**src/rtl/lampfpu_sqrt_sched_pkg.sv**
```systemverilog
// Shared types for the sqrt scheduler: request payload, FSM states, ID width helper.
package lampfpu_sqrt_sched_pkg;

    localparam int unsigned SQRT_REQ_W = 22;

    typedef struct packed {
        logic       invSqrt;
        logic       sign;
        logic [7:0] exp;
        logic [7:0] extMant;
        logic       isInf;
        logic       isZero;
        logic       isSNAN;
        logic       isQNAN;
    } sqrt_req_t;

    typedef enum logic [1:0] {
        ST_IDLE  = 2'd0,
        ST_ISSUE = 2'd1,
        ST_BUSY  = 2'd2,
        ST_RESP  = 2'd3
    } sqrt_sched_state_t;

    function automatic int unsigned id_width(input int unsigned n);
        return (n > 1) ? $clog2(n) : 1;
    endfunction

endpackage

```
**src/rtl/lampfpu_sqrt_sched_rr_arb.sv**
```systemverilog
// Combinational round-robin arbiter: first valid requester at or after the pointer, with wrap.
module lampfpu_sqrt_sched_rr_arb
    import lampfpu_sqrt_sched_pkg::*;
#(
    parameter int unsigned NUM_REQ = 2,
    parameter int unsigned ID_W    = id_width(NUM_REQ)
) (
    input  logic [NUM_REQ-1:0] i_req,
    input  logic [ID_W-1:0]    i_ptr,
    output logic [NUM_REQ-1:0] o_gnt_oh,
    output logic [ID_W-1:0]    o_gnt_idx,
    output logic               o_any
);

    logic [ID_W-1:0] w_idx;

    // Walk from the farthest candidate back to the pointer so the nearest valid one wins.
    always_comb begin
        o_gnt_oh  = '0;
        o_gnt_idx = '0;
        o_any     = 1'b0;
        w_idx     = '0;
        for (int k = NUM_REQ - 1; k >= 0; k--) begin
            w_idx = ID_W'((int'(i_ptr) + k) % NUM_REQ);
            if (i_req[w_idx]) begin
                o_gnt_oh  = NUM_REQ'(1) << w_idx;
                o_gnt_idx = w_idx;
                o_any     = 1'b1;
            end
        end
    end

endmodule

```
**src/rtl/lampfpu_sqrt_sched.sv**
```systemverilog
// Shares one multi-cycle sqrt unit between NUM_REQ requesters: round-robin accept,
// operand hold, result capture with requester tag, and a watchdog abort.
module lampfpu_sqrt_sched
    import lampfpu_sqrt_sched_pkg::*;
#(
    parameter int unsigned NUM_REQ     = 2,
    parameter int unsigned ID_W        = id_width(NUM_REQ),
    parameter int unsigned TIMEOUT_CYC = 64
) (
    input  logic                           clk,
    input  logic                           rst,
    input  logic [NUM_REQ-1:0]             req_valid_i,
    output logic [NUM_REQ-1:0]             req_ready_o,
    input  logic [NUM_REQ*SQRT_REQ_W-1:0]  req_op_i,
    output logic                           doSqrt_o,
    output logic                           invSqrt_o,
    output logic                           signum_o,
    output logic                           isInf_o,
    output logic                           isZero_o,
    output logic                           isSNAN_o,
    output logic                           isQNAN_o,
    output logic [7:0]                     extExp_o,
    output logic [7:0]                     extMant_o,
    input  logic                           valid_i,
    input  logic                           s_res_i,
    input  logic [7:0]                     e_res_i,
    input  logic [11:0]                    f_res_i,
    input  logic                           isToRound_i,
    output logic                           rsp_valid_o,
    input  logic                           rsp_ready_i,
    output logic [ID_W-1:0]                rsp_id_o,
    output logic                           rsp_s_o,
    output logic [7:0]                     rsp_e_o,
    output logic [11:0]                    rsp_f_o,
    output logic                           rsp_isToRound_o,
    output logic                           rsp_err_o,
    output logic                           busy_o
);

    localparam int unsigned WD_W = $clog2(TIMEOUT_CYC) + 1;

    sqrt_sched_state_t r_state;
    logic [ID_W-1:0]   r_ptr;
    logic [ID_W-1:0]   r_id;
    sqrt_req_t         r_op;
    logic [WD_W-1:0]   r_wd;
    logic              r_do_sqrt;
    logic              r_rsp_valid;
    logic              r_rsp_s;
    logic [7:0]        r_rsp_e;
    logic [11:0]       r_rsp_f;
    logic              r_rsp_rnd;
    logic              r_rsp_err;

    logic [NUM_REQ-1:0] w_gnt_oh;
    logic [ID_W-1:0]    w_gnt_idx;
    logic [ID_W-1:0]    w_ptr_nxt;
    logic               w_any;
    sqrt_req_t          w_sel_op;

    lampfpu_sqrt_sched_rr_arb #(
        .NUM_REQ (NUM_REQ),
        .ID_W    (ID_W)
    ) u_arb (
        .i_req     (req_valid_i),
        .i_ptr     (r_ptr),
        .o_gnt_oh  (w_gnt_oh),
        .o_gnt_idx (w_gnt_idx),
        .o_any     (w_any)
    );

    // Operand of the granted requester.
    always_comb begin
        w_sel_op = '0;
        for (int i = 0; i < NUM_REQ; i++) begin
            if (w_gnt_idx == ID_W'(i)) begin
                w_sel_op = req_op_i[i*SQRT_REQ_W +: SQRT_REQ_W];
            end
        end
    end

    assign w_ptr_nxt   = (w_gnt_idx == ID_W'(NUM_REQ - 1)) ? '0 : w_gnt_idx + ID_W'(1);
    assign req_ready_o = (r_state == ST_IDLE && !rst) ? w_gnt_oh : '0;

    always_ff @(posedge clk) begin
        if (rst) begin
            r_state     <= ST_IDLE;
            r_ptr       <= '0;
            r_id        <= '0;
            r_op        <= '0;
            r_wd        <= '0;
            r_do_sqrt   <= 1'b0;
            r_rsp_valid <= 1'b0;
            r_rsp_s     <= 1'b0;
            r_rsp_e     <= '0;
            r_rsp_f     <= '0;
            r_rsp_rnd   <= 1'b0;
            r_rsp_err   <= 1'b0;
        end else begin
            r_do_sqrt <= 1'b0;
            case (r_state)
                ST_IDLE: begin
                    if (w_any) begin
                        r_op      <= w_sel_op;
                        r_id      <= w_gnt_idx;
                        r_ptr     <= w_ptr_nxt;
                        r_do_sqrt <= 1'b1;
                        r_state   <= ST_ISSUE;
                    end
                end
                ST_ISSUE: begin
                    r_wd    <= '0;
                    r_state <= ST_BUSY;
                end
                ST_BUSY: begin
                    r_wd <= r_wd + WD_W'(1);
                    // A result arriving in the final watchdog cycle still counts as good.
                    if (valid_i) begin
                        r_rsp_s     <= s_res_i;
                        r_rsp_e     <= e_res_i;
                        r_rsp_f     <= f_res_i;
                        r_rsp_rnd   <= isToRound_i;
                        r_rsp_err   <= 1'b0;
                        r_rsp_valid <= 1'b1;
                        r_state     <= ST_RESP;
                    end else if (r_wd == WD_W'(TIMEOUT_CYC - 1)) begin
                        r_rsp_s     <= 1'b0;
                        r_rsp_e     <= '0;
                        r_rsp_f     <= '0;
                        r_rsp_rnd   <= 1'b0;
                        r_rsp_err   <= 1'b1;
                        r_rsp_valid <= 1'b1;
                        r_state     <= ST_RESP;
                    end
                end
                ST_RESP: begin
                    if (rsp_ready_i) begin
                        r_rsp_valid <= 1'b0;
                        r_state     <= ST_IDLE;
                    end
                end
                default: r_state <= ST_IDLE;
            endcase
        end
    end

    assign doSqrt_o        = r_do_sqrt;
    assign invSqrt_o       = r_op.invSqrt;
    assign signum_o        = r_op.sign;
    assign extExp_o        = r_op.exp;
    assign extMant_o       = r_op.extMant;
    assign isInf_o         = r_op.isInf;
    assign isZero_o        = r_op.isZero;
    assign isSNAN_o        = r_op.isSNAN;
    assign isQNAN_o        = r_op.isQNAN;
    assign rsp_valid_o     = r_rsp_valid;
    assign rsp_id_o        = r_id;
    assign rsp_s_o         = r_rsp_s;
    assign rsp_e_o         = r_rsp_e;
    assign rsp_f_o         = r_rsp_f;
    assign rsp_isToRound_o = r_rsp_rnd;
    assign rsp_err_o       = r_rsp_err;
    assign busy_o          = (r_state != ST_IDLE);

endmodule

```
**config.mk**
```make
export PLATFORM = sky130hd
export DESIGN_NAME = lampfpu_sqrt_sched
export DESIGN_NICKNAME = d
export VERILOG_FILES = /design/src/rtl/lampfpu_sqrt_sched_pkg.sv /design/src/rtl/lampfpu_sqrt_sched_rr_arb.sv /design/src/rtl/lampfpu_sqrt_sched.sv
export SDC_FILE = /design/constraint.sdc
export NUM_CORES = 1
export LEC_CHECK = 0
export ABC_AREA = 1
export ABC_CLOCK_PERIOD_IN_PS = 3500
export CORE_MARGIN = 4
export CORE_UTILIZATION = 42
export DETAILED_ROUTE_END_ITERATION = 6
export GPL_TIMING_DRIVEN = 0
export PLACE_DENSITY = 0.82
export SYNTH_ARGS = -nofsm -noshare
export SYNTH_HDL_FRONTEND = slang
export SYNTH_SLANG_ARGS = --single-unit
```
**constraint.sdc**
```tcl
create_clock -name clk -period 3.5 [get_ports clk]
set_input_delay 0.525 -clock clk [delete_from_list [all_inputs] [get_ports clk]]
set_output_delay 0.525 -clock clk [all_outputs]
set_load 0.05 [all_outputs]
```
==> results.json <==
{
  "hold_start": "rsp_f_o[2]",
  "cts_hold_buffers": 0,
  "num_antenna_cells": 0,
  "fin_setup_tns_ns": 0,
  "cap_violations": 0,
  "port_buffers": 121,
  "synth_compound_area_share_pct": 8.235,
  "worstPathRequired_ns": 2.97,
  "drv_slew": 0,
  "busiest_layer": "met2",
  "die_h_microns": 85.73,
  "hpwl_mm": 5.430,
  "cellPowerDensity_nw_per_um2": 680.2,
  "cts_resized": 0,
  "boundaryPins": 123,
  "ys_seq_area_share_pct": 45.76,
  "synth_top_family_by_area": "simple AND/OR/NAND/NOR gates",
  "drt_iter0_drc": 71,
  "synthTopCellsByArea": "dfxtp_1 46%, nand2_1 17%, a21oi_1 6.3%",
  "ys_ff_latch": 58,
  "layout.nets": 541,
  "num_vias": 2564,
  "crit-reg2reg-launch": "r_state[1]",
  "core_sq_um": 5886,
  "post-cts-setup-buffers": 0,
  "critPathArrivalTime_ns": 2.42,
  "rsz0062_at_grt": "false",
  "p_int_mw": 1.646,
  "p_clk_share_pct": 24.5,
  "drive_gt1_share_pct": 13.22,
  "cts_sinks": 58,
  "finalHoldViolCount": 0,
  "peakVddDrop_mv": 0.4343,
  "finalPower_mw": 2.763,
  "end_kind": "output port",
  "grt_pass1_wl_mm": 11.35,
  "cts_max_level": 3,
  "gp_congestion": 0.7659,
  "initial_utilization_pct": 43.11,
  "pwr-share-seq_pct": 30.4,
  "p_sw_mw": 1.116,
  "cts_buffers": 9,
  "max_slew.worst_pin.slew_ns": 0.5472,
  "synth_top_area_share_pct": 45.76,
  "cp-start-kind": "input pin",
  "layout_common_cells": "121 x clkdlybuf4s50_1, 117 x nand2_1, 58 x dfxtp_1",
  "status": "finished clean",
  "cp-startpoint": "req_valid_i[1]",
  "met2_usage_pct": 32.20,
  "wl_per_cell_microns": 13.05,
  "synth_top_area_cell": "dfxtp_1",
  "max_freq_mhz": 340.1,
  "die_w_microns": 85.73,
  "antenna_found_initial": 0,
  "setup_viol": 0,
  "p_sw_share_pct": 40.41,
  "cts_tree": "built",
  "synth_cells": 332,
  "synth-xor-area-share_pct": 0.3452,
  "yosys.area_share.simple_pct": 34.47,
  "rows": 28,
  "hp-class": "flop to flop",
  "drtAntennaViolNets": 0,
  "die_area_sq_um": 7349,
  "grt_use_met3_pct": 8.069,
  "slew_headroom_pct": 63.52,
  "area_growth_syn_to_layout_pct": 60.06,
  "clock_latency_ns": 0.33,
  "clk_pin_slew_ns": 0.07,
  "drc": 0,
  "grt_pass1_vias": 2524,
  "syn_area_per_cell_sq_um": 7.643,
  "grt_usage_pct": 19.28,
  "dr.pass1.iters": 4,
  "fin_crit_ns": 2.940,
  "final_common_cell": "clkdlybuf4s50_1",
  "synthMuxAreaShare_pct": 0,
  "via_per_inst": 4.713,
  "path_class": "input pin to output port",
  "p_comb_share_pct": 45.1,
  "ys_types": 28,
  "finalWirelength_mm": 7.097,
  "fin_worst_skew_ns": 0.008294,
  "cts-root-buf": "clkbuf_8",
  "syn_area_sq_um": 2537,
  "fillCellCount": 485,
  "synth-adder-area-share_pct": 2.465,
  "clockBufferDepth": 2,
  "synth_nets": 409,
  "grt_max_degree": 11,
  "gr-usage-met1_pct": 22.46,
  "overflow": 0,
  "finalCritPeriodShare_pct": 84.01,
  "leakage_nw": 1.657,
  "path_max_fanout": 10,
  "yosysWarnings": 0
}
[flip-flops by register name (all words and copies together) (netlist names)]
signal           cells
rsp_f_o             12
extExp_o             8
extMant_o            8
rsp_e_o              8
r_wd                 7
r_state              2
doSqrt_o             1
invSqrt_o            1
isInf_o              1
isQNAN_o             1
isSNAN_o             1
isZero_o             1
r_ptr                1
rsp_err_o            1
rsp_id_o             1
rsp_isToRound_o      1
rsp_s_o              1
rsp_valid_o          1
signum_o             1
[layout make-up]
type | instances | area [sq um] | area share (%)
timing repair buffer | 121 | 1211 | 29.82
sequential | 58 | 1161 | 28.59
multi-input combinational | 233 | 1155 | 28.44
clock buffer | 11 | 141.4 | 3.481
buffer | 16 | 125.1 | 3.081
inverter | 25 | 96.34 | 2.372
tap | 75 | 93.84 | 2.311
clock inverter | 5 | 77.57 | 1.910
[power groups by stage]
stage	clock network (mW)	registers, mW	logic, mW
5_1_grt	0.722	0.852	1.34
2_1_floorplan	0	1.19	0.502
3_5_place_dp	0	0.849	1.25
3_3_place_gp	0	0.845	1.23
6_report	0.678	0.839	1.25
4_1_cts	0.689	0.838	1.26
[path summary, 6_finish.rpt]
check | to | slack, ns | depth (start not counted)
worst min register to register | rsp_f_o[2] | 0.46 | 2
worst min-delay path | rsp_f_o[2] | 0.46 | 2
worst max-delay path | req_ready_o[1] | 0.56 | 6
worst max register to register | r_wd[5] | 1.94 | 9
[synthesized netlist by cell type]
library cell	number
nand3_2	6
ha_1	5
a31oi_1	3
nand2_4	3
buf_12	1
a21oi_1	32
xnor2_1	1
buf_4	6
nor3b_1	2
nor2_2	3
nand2_2	12
clkbuf_1	2
o21ai_0	1
nand3_1	28
o21ai_1	1
buf_2	3
nor2_4	3
a31oi_2	1
nor3_1	5
nand2_1	117
buf_1	1
a211oi_1	1
inv_4	1
dfxtp_1	58
buf_6	3
inv_2	5
inv_1	19
nor2_1	9
[cells by family after synthesis]
logic type                 count (synthesis)
DFF                                       58
xor gates and xnor gates                   1
and+or+nand+nor                          188
AOI/OAI and AO/OA                         39
buffers and inverters                     41
adders and majority gates                  5
[stage by stage]
step / setup slack [ns] / cell area, sq um / util, % / std cells / hold WS [ns]
2_1_floorplan: 1.649 / 2537 / - / 332 / 0.4391
3_3_place_gp: 0.5731 / 3842 / 65.28 / 528 / 0.4455
3_5_place_dp: 0.5630 / 3842 / 65.28 / 528 / 0.4507
4_1_cts: 0.5510 / 4061 / 69.01 / 544 / 0.4615
5_1_grt: 0.4633 / 4061 / 69.01 / 544 / 0.4777
6_report: 0.5596 / 4061 / 69.01 / 544 / 0.4583
[worst max-delay path, cell delays in order]
cell and delay [ns]:
clkdlybuf4s50_1 0.51, nand2_2 0.11, nor2_4 0.16, nand2_1 0.11, inv_2 0.17, clkdlybuf4s50_1 0.83
[metal layers]
metal / vias to the layer above / wire length, microns
li1: 1317 / -
met1: 1143 / 3000
met2: 96 / 3283
met3: 8 / 714
met4: 0 / 99
met5: - / 0
Power figures use the tool's default switching activity.
